`src/rtl/ram_burst_if.sv`:
```
// ram_burst_if: command, write-data and read-data handshake channels of ram_burst_ctrl.
// master = burst requester (drives commands and write words, consumes read words);
// slave  = ram_burst_ctrl.
interface ram_burst_if #(
    parameter int unsigned ADDR_WIDTH = 6,
    parameter int unsigned DATA_WIDTH = 8
);
    logic                  cmd_valid;
    logic                  cmd_ready;
    logic                  cmd_write;
    logic [ADDR_WIDTH-1:0] cmd_addr;
    logic [ADDR_WIDTH-1:0] cmd_len;
    logic                  wr_valid;
    logic                  wr_ready;
    logic [DATA_WIDTH-1:0] wr_data;
    logic                  rd_valid;
    logic                  rd_ready;
    logic [DATA_WIDTH-1:0] rd_data;

    modport master (
        output cmd_valid, cmd_write, cmd_addr, cmd_len,
        input  cmd_ready,
        output wr_valid, wr_data,
        input  wr_ready,
        input  rd_valid, rd_data,
        output rd_ready
    );

    modport slave (
        input  cmd_valid, cmd_write, cmd_addr, cmd_len,
        output cmd_ready,
        input  wr_valid, wr_data,
        output wr_ready,
        output rd_valid, rd_data,
        input  rd_ready
    );
endinterface

```
`src/rtl/ram_burst_ctrl.sv`:
```
// ram_burst_ctrl: burst sequencer owning the addr/data/we port of a single-port RAM.
// Write bursts stream words straight into the RAM; read bursts issue addresses and
// collect the one-cycle-late RAM output in a two-entry buffer with valid/ready output.
// Optional feature: define RAM_BURST_ABORT_EN to add the 'abort' input.
module ram_burst_ctrl #(
    parameter int unsigned ADDR_WIDTH = 6,
    parameter int unsigned DATA_WIDTH = 8
) (
    input  logic                  clk,
    input  logic                  rst,
    ram_burst_if.slave            bus,
`ifdef RAM_BURST_ABORT_EN
    input  logic                  abort,
`endif
    output logic                  busy,
    output logic                  done,
    output logic [ADDR_WIDTH-1:0] ram_addr,
    output logic [DATA_WIDTH-1:0] ram_data,
    output logic                  ram_we,
    input  logic [DATA_WIDTH-1:0] ram_q
);

    // remaining must hold 2^ADDR_WIDTH for a full-length burst
    localparam int unsigned REM_WIDTH = ADDR_WIDTH + 1;

    localparam logic [1:0] S_IDLE  = 2'd0;
    localparam logic [1:0] S_WRITE = 2'd1;
    localparam logic [1:0] S_READ  = 2'd2;
    localparam logic [1:0] S_DRAIN = 2'd3;

    logic [1:0]            state_q, state_d;
    logic [ADDR_WIDTH-1:0] cur_addr_q, cur_addr_d;
    logic [REM_WIDTH-1:0]  remaining_q, remaining_d;
    logic                  inflight_q, inflight_d;
    logic [1:0]            count_q, count_d;
    logic [DATA_WIDTH-1:0] buf0_q, buf0_d;
    logic [DATA_WIDTH-1:0] buf1_q, buf1_d;
    logic                  done_q, done_d;

    logic abort_c;
    logic rd_valid_c;
    logic pop_c;
    logic wr_hs_c;
    logic issue_c;

`ifdef RAM_BURST_ABORT_EN
    assign abort_c = abort;
`else
    assign abort_c = 1'b0;
`endif

    // Handshake and issue qualifiers; issuing keeps occupancy plus in-flight reads within two
    assign rd_valid_c = !rst && (count_q != 2'd0);
    assign pop_c      = rd_valid_c && bus.rd_ready;
    assign wr_hs_c    = !rst && (state_q == S_WRITE) && !abort_c && bus.wr_valid;
    assign issue_c    = !rst && (state_q == S_READ) && !abort_c
                        && (remaining_q != '0)
                        && ((3'(count_q) + 3'(inflight_q)) < (3'd2 + 3'(pop_c)));

    // Port outputs; RAM port is combinational so the RAM writes on the handshake edge
    assign bus.cmd_ready = !rst && (state_q == S_IDLE);
    assign bus.wr_ready  = !rst && (state_q == S_WRITE);
    assign bus.rd_valid  = rd_valid_c;
    assign bus.rd_data   = rst ? '0 : buf0_q;
    assign busy          = !rst && (state_q != S_IDLE);
    assign done          = !rst && done_q;
    assign ram_we        = wr_hs_c;
    assign ram_addr      = rst ? '0 : cur_addr_q;
    assign ram_data      = (!rst && (state_q == S_WRITE)) ? bus.wr_data : '0;

    // Next-state logic: output buffer push/pop, then burst FSM
    always_comb begin
        state_d     = state_q;
        cur_addr_d  = cur_addr_q;
        remaining_d = remaining_q;
        inflight_d  = issue_c;
        count_d     = count_q;
        buf0_d      = buf0_q;
        buf1_d      = buf1_q;
        done_d      = 1'b0;

        case ({inflight_q, pop_c})
            2'b10: begin
                if (count_q == 2'd0) begin
                    buf0_d = ram_q;
                end else begin
                    buf1_d = ram_q;
                end
                count_d = count_q + 2'd1;
            end
            2'b01: begin
                buf0_d  = buf1_q;
                count_d = count_q - 2'd1;
            end
            2'b11: begin
                if (count_q == 2'd1) begin
                    buf0_d = ram_q;
                end else begin
                    buf0_d = buf1_q;
                    buf1_d = ram_q;
                end
            end
            default: ;
        endcase

        case (state_q)
            S_IDLE: begin
                if (bus.cmd_valid) begin
                    cur_addr_d  = bus.cmd_addr;
                    remaining_d = REM_WIDTH'(bus.cmd_len) + REM_WIDTH'(1);
                    state_d     = bus.cmd_write ? S_WRITE : S_READ;
                end
            end
            S_WRITE: begin
                if (abort_c) begin
                    state_d = S_IDLE;
                    done_d  = 1'b1;
                end else if (wr_hs_c) begin
                    cur_addr_d  = cur_addr_q + ADDR_WIDTH'(1);
                    remaining_d = remaining_q - REM_WIDTH'(1);
                    if (remaining_q == REM_WIDTH'(1)) begin
                        state_d = S_IDLE;
                        done_d  = 1'b1;
                    end
                end
            end
            S_READ: begin
                if (abort_c) begin
                    state_d = S_DRAIN;
                end else if (issue_c) begin
                    cur_addr_d  = cur_addr_q + ADDR_WIDTH'(1);
                    remaining_d = remaining_q - REM_WIDTH'(1);
                    if (remaining_q == REM_WIDTH'(1)) begin
                        state_d = S_DRAIN;
                    end
                end
            end
            default: begin
                if (!inflight_q && (count_d == 2'd0)) begin
                    state_d = S_IDLE;
                    done_d  = 1'b1;
                end
            end
        endcase
    end

    // State registers with synchronous reset; reset drops any burst and flushes the buffer
    always_ff @(posedge clk) begin
        if (rst) begin
            state_q     <= S_IDLE;
            cur_addr_q  <= '0;
            remaining_q <= '0;
            inflight_q  <= 1'b0;
            count_q     <= 2'd0;
            buf0_q      <= '0;
            buf1_q      <= '0;
            done_q      <= 1'b0;
        end else begin
            state_q     <= state_d;
            cur_addr_q  <= cur_addr_d;
            remaining_q <= remaining_d;
            inflight_q  <= inflight_d;
            count_q     <= count_d;
            buf0_q      <= buf0_d;
            buf1_q      <= buf1_d;
            done_q      <= done_d;
        end
    end

endmodule

```
`src/flat_wrapper.sv`:
```
// flat-port wrapper written by rule: the top's interface ports become plain ports
module ram_burst_ctrl_flat 
#(
    parameter int unsigned ADDR_WIDTH = 6,
    parameter int unsigned DATA_WIDTH = 8
)
  (clk, rst, busy, done, ram_addr, ram_data, ram_we, ram_q, bus_cmd_valid, bus_cmd_write, bus_cmd_addr, bus_cmd_len, bus_cmd_ready, bus_wr_valid, bus_wr_data, bus_wr_ready, bus_rd_valid, bus_rd_data, bus_rd_ready);
  ram_burst_if #(.ADDR_WIDTH(ADDR_WIDTH), .DATA_WIDTH(DATA_WIDTH)) bus_i ();
  input  logic clk;
  input  logic rst;
  output logic busy;
  output logic done;
  output logic [ADDR_WIDTH-1:0] ram_addr;
  output logic [DATA_WIDTH-1:0] ram_data;
  output logic ram_we;
  input  logic [DATA_WIDTH-1:0] ram_q;
  input wire logic [$bits(bus_i.cmd_valid)-1:0] bus_cmd_valid;
  input wire logic [$bits(bus_i.cmd_write)-1:0] bus_cmd_write;
  input wire logic [$bits(bus_i.cmd_addr)-1:0] bus_cmd_addr;
  input wire logic [$bits(bus_i.cmd_len)-1:0] bus_cmd_len;
  output wire logic [$bits(bus_i.cmd_ready)-1:0] bus_cmd_ready;
  input wire logic [$bits(bus_i.wr_valid)-1:0] bus_wr_valid;
  input wire logic [$bits(bus_i.wr_data)-1:0] bus_wr_data;
  output wire logic [$bits(bus_i.wr_ready)-1:0] bus_wr_ready;
  output wire logic [$bits(bus_i.rd_valid)-1:0] bus_rd_valid;
  output wire logic [$bits(bus_i.rd_data)-1:0] bus_rd_data;
  input wire logic [$bits(bus_i.rd_ready)-1:0] bus_rd_ready;
  assign bus_i.cmd_valid = bus_cmd_valid;
  assign bus_i.cmd_write = bus_cmd_write;
  assign bus_i.cmd_addr = bus_cmd_addr;
  assign bus_i.cmd_len = bus_cmd_len;
  assign bus_cmd_ready = bus_i.cmd_ready;
  assign bus_i.wr_valid = bus_wr_valid;
  assign bus_i.wr_data = bus_wr_data;
  assign bus_wr_ready = bus_i.wr_ready;
  assign bus_rd_valid = bus_i.rd_valid;
  assign bus_rd_data = bus_i.rd_data;
  assign bus_i.rd_ready = bus_rd_ready;
  ram_burst_ctrl #(.ADDR_WIDTH(ADDR_WIDTH), .DATA_WIDTH(DATA_WIDTH)) u_core (.clk(clk), .rst(rst), .bus(bus_i), .busy(busy), .done(done), .ram_addr(ram_addr), .ram_data(ram_data), .ram_we(ram_we), .ram_q(ram_q));
endmodule
```
`config.mk`:
```
export PLATFORM = sky130hd
export DESIGN_NAME = ram_burst_ctrl_flat
export DESIGN_NICKNAME = d
export VERILOG_FILES = /design/src/rtl/ram_burst_if.sv /design/src/rtl/ram_burst_ctrl.sv /design/src/flat_wrapper.sv
export SDC_FILE = /design/constraint.sdc
export NUM_CORES = 1
export LEC_CHECK = 0
export CAP_MARGIN = 0
export CORE_ASPECT_RATIO = 0.75
export CORE_MARGIN = 4
export CORE_UTILIZATION = 30
export CTS_BUF_LIST = sky130_fd_sc_hd__clkbuf_4
export DETAILED_ROUTE_END_ITERATION = 8
export PLACE_DENSITY = 0.64
export SETUP_SLACK_MARGIN = 0.5
export SYNTH_ARGS = -nofsm -noshare
export SYNTH_HDL_FRONTEND = slang
export SYNTH_SLANG_ARGS = --single-unit
```
`constraint.sdc`:
```
create_clock -name clk -period 2.71 [get_ports clk]
set_input_delay 0.4065 -clock clk [delete_from_list [all_inputs] [get_ports clk]]
set_output_delay 0.4065 -clock clk [all_outputs]
set_load 0.02 [all_outputs]
```
==> results.cfg <==
[logic_synthesis]
synth-xor-area-share = 0.0159
yosysSeqAreaShare = 0.317
synth-simple-area-share = 0.243
synthAdderAreaFrac = 0.0907
avgSynthCellArea_um2 = 7.80
synthesis.nets = 333
synth-edff-count = 0
synth_cell_type_count = 40
yosysWarningCount = 0
ys_seq_elements = 35
synth_compound_area_frac = 0.237
synth_top_family_by_area = simple AND/OR/NAND/NOR gates
ys.flop_type = dfxtp_1
synth.area.mux_share = 0.0453
syn_area_um2 = 2210
synthArstFlopShare = 0
syn_inst = 283

[worst_setup_path]
required_ps = 2970
critPathTopFamily = compound AO/OA/AOI/OAI gates
slowest_stage = dfxtp_4
path_class = reg -> reg
crit_path_max_fanout = 4
crit_arrival_ps = 2440
end_kind = flip-flop
crit_chain = inv_1 > ha_2 > or3b_1 > a211o_1 > buf_4 > o31ai_2 > nand3_1 > a221oi_1
cpPeakStageDelay_ps = 390
worst-path-buf-inv = 2
start_kind = flip-flop

[detailed_routing]
vias = 2232
postRouteAntennaNets = 0
drtIter0Drc = 123
wire_per_inst_um = 13.7
drcViolationCount = 0
vias_per_cell = 4.96
dr.pass1.iters = 4
routed_wl_um = 6170

[floorplan]
die_x_um = 107
dieArea_um2 = 8810
placementRows = 26
io_pins = 62
initial_core_util = 0.316
core_um2 = 6990
die_h_um = 82.3

[layout]
antenna_cells = 0
layout-drive-gt1-share = 0.151
final_util = 0.448
area_delta_synth_final_pct = 42.0
nets = 401
fin_area_um2 = 3140

[timing]
fin_skew_ps = 15.3
rsz0062_at_grt = true
tns_ps = 0
setup_viol = 0
max_freq_ghz = 0.459
hold_violations = 0
min_period_ps = 2180
slew_headroom = 0.754
period_share = 0.804
holdWs_ps = 499
worstMarginPinSlew_ps = 368
drv_slew = 0

[run_status]
status = finished clean

[clock_network]
worstSkewPairLatency_ps = 340
holdBufCountCts = 0
cts.htree.levels = 2
clkTransAtPathRegs_ps = 120
clock_path_buffers = 2
cts_buffers = 5
root_buffer = clkbuf_4
cts_tree = yes
clock_sinks = 35

[power_and_ir_drop]
p_int_mw = 1.32
switching_share = 0.434
p_sw_mw = 1.01
powerDensity_nw_per_um2 = 744
p_comb_frac = 0.555
clkPwrFrac = 0.125
seqPwrFrac = 0.320
peakVddDrop_mv = 0.334
p_leak_nw = 1.26

[place]
hpwl_um = 4330
io_buffers = 61
place_area_um2 = 2970
place_congestion = 0.785

[global_route]
track_usage = 0.141
grt_pass1_wl_um = 10100
grt_max_degree = 39
grt_pass1_vias = 2151
antenna_found_initial = 0
grt-ovfl-total = 0

[job]
cap_violations = 0

[min_path]
hp-class = reg -> reg
-- cells in the mapped netlist (8+ instances only) --
master | instances | share of area
and2_1 | 11 | 0.031
o21ai_0 | 18 | 0.041
a22oi_1 | 8 | 0.027
mux2i_1 | 10 | 0.045
nand2_1 | 19 | 0.032
a211oi_1 | 10 | 0.034
clkbuf_1 | 15 | 0.025
nor2_1 | 27 | 0.046
inv_1 | 15 | 0.025
dfxtp_1 | 35 | 0.32
ha_1 | 16 | 0.091
a21oi_1 | 20 | 0.045
nand3_1 | 13 | 0.029
nor2b_1 | 19 | 0.054
-- state kept, by name (all words and copies together) (netlist names) --
name,cells
u_core.count_q,2
u_core.remaining_q,7
u_core.done_q,1
u_core.inflight_q,1
u_core.buf1_q,8
u_core.cur_addr_q,6
u_core.buf0_q,8
u_core.state_q,2
-- final timing paths --
kind                            end  depth (start not counted)              start  slack [ps]
setup / recovery  u_core.state_q[0]                          8  u_core.count_q[0]         530
hold / removal     u_core.buf0_q[3]                          2   u_core.buf0_q[3]         500
setup reg to reg  u_core.state_q[0]                          8  u_core.count_q[0]         530
hold reg to reg    u_core.buf0_q[3]                          2   u_core.buf0_q[3]         500
-- routing by layer --
| metal | share of wire | vias to the layer above | global-route usage |
|---|---|---|---|
| met5 | 0 | - | 0 |
| met4 | 0.0055 | 0 | 0.0307 |
| met3 | 0.067 | 4 | 0.0365 |
| met2 | 0.43 | 63 | 0.228 |
| met1 | 0.49 | 1019 | 0.191 |
| li1 | - | 1146 | - |
-- through the flow --
step	worst slack, ps	power [mW]	instances
after floorplan	496	1.57	283
after global placement	241	1.96	436
after detailed placement	209	1.98	436
after CTS	504	2.29	448
after global routing	429	2.55	450
final	530	2.33	450
-- tightest hold or removal path, stage by stage (launching register included) --
cell and delay (ps):
dfxtp_1 320, nor2_1 90, a211oi_1 50
-- power by group through the flow --
stage / sequential [mW] / clock, mW / combinational [mW]
after global routing: 0.767 / 0.331 / 1.45
after CTS: 0.743 / 0.306 / 1.24
after floorplan: 0.723 / 0 / 0.851
after detailed placement: 0.753 / 0 / 1.23
final: 0.747 / 0.291 / 1.30
after global placement: 0.750 / 0 / 1.21
-- layout by cell type, fill, tap and decap left out, drive strengths merged, types with 11 or more instances in the layout --
cell type and instances:
clkdlybuf4s50 48, o21ai 20, clkbuf 14, a21oi 20
nor2 27, nand3 13, nor2b 20, dfxtp 35
and2 11, nand2 19, ha 16, inv 15
buf 15
-- area by class of cell --
cell class	instances	area (µm²)
Fill cell	697	3860
Multi-Input combinational cell	219	1510
Sequential cell	35	709
Timing Repair Buffer	75	677
Tap cell	98	123
Inverter	15	56.3
Clock buffer	6	45.0
Clock inverter	2	12.5
-- logic make-up after synthesis --
kind of cell / count (synthesis)
buffers and inverters: 30
DFF: 35
xor gates and xnor gates: 4
and+or+nand+nor: 107
muxes: 10
adders and majority gates: 16
AOI/OAI and AO/OA: 81
-- repair_timing --
item	in CTS	in global routing
endpoints found under the setup margin	25	32
buffers inserted	3	2
pin swaps	1	6
gates resized for setup	22	32
cloned	1	0
No activity file was read; power rests on OpenSTA's default activity.
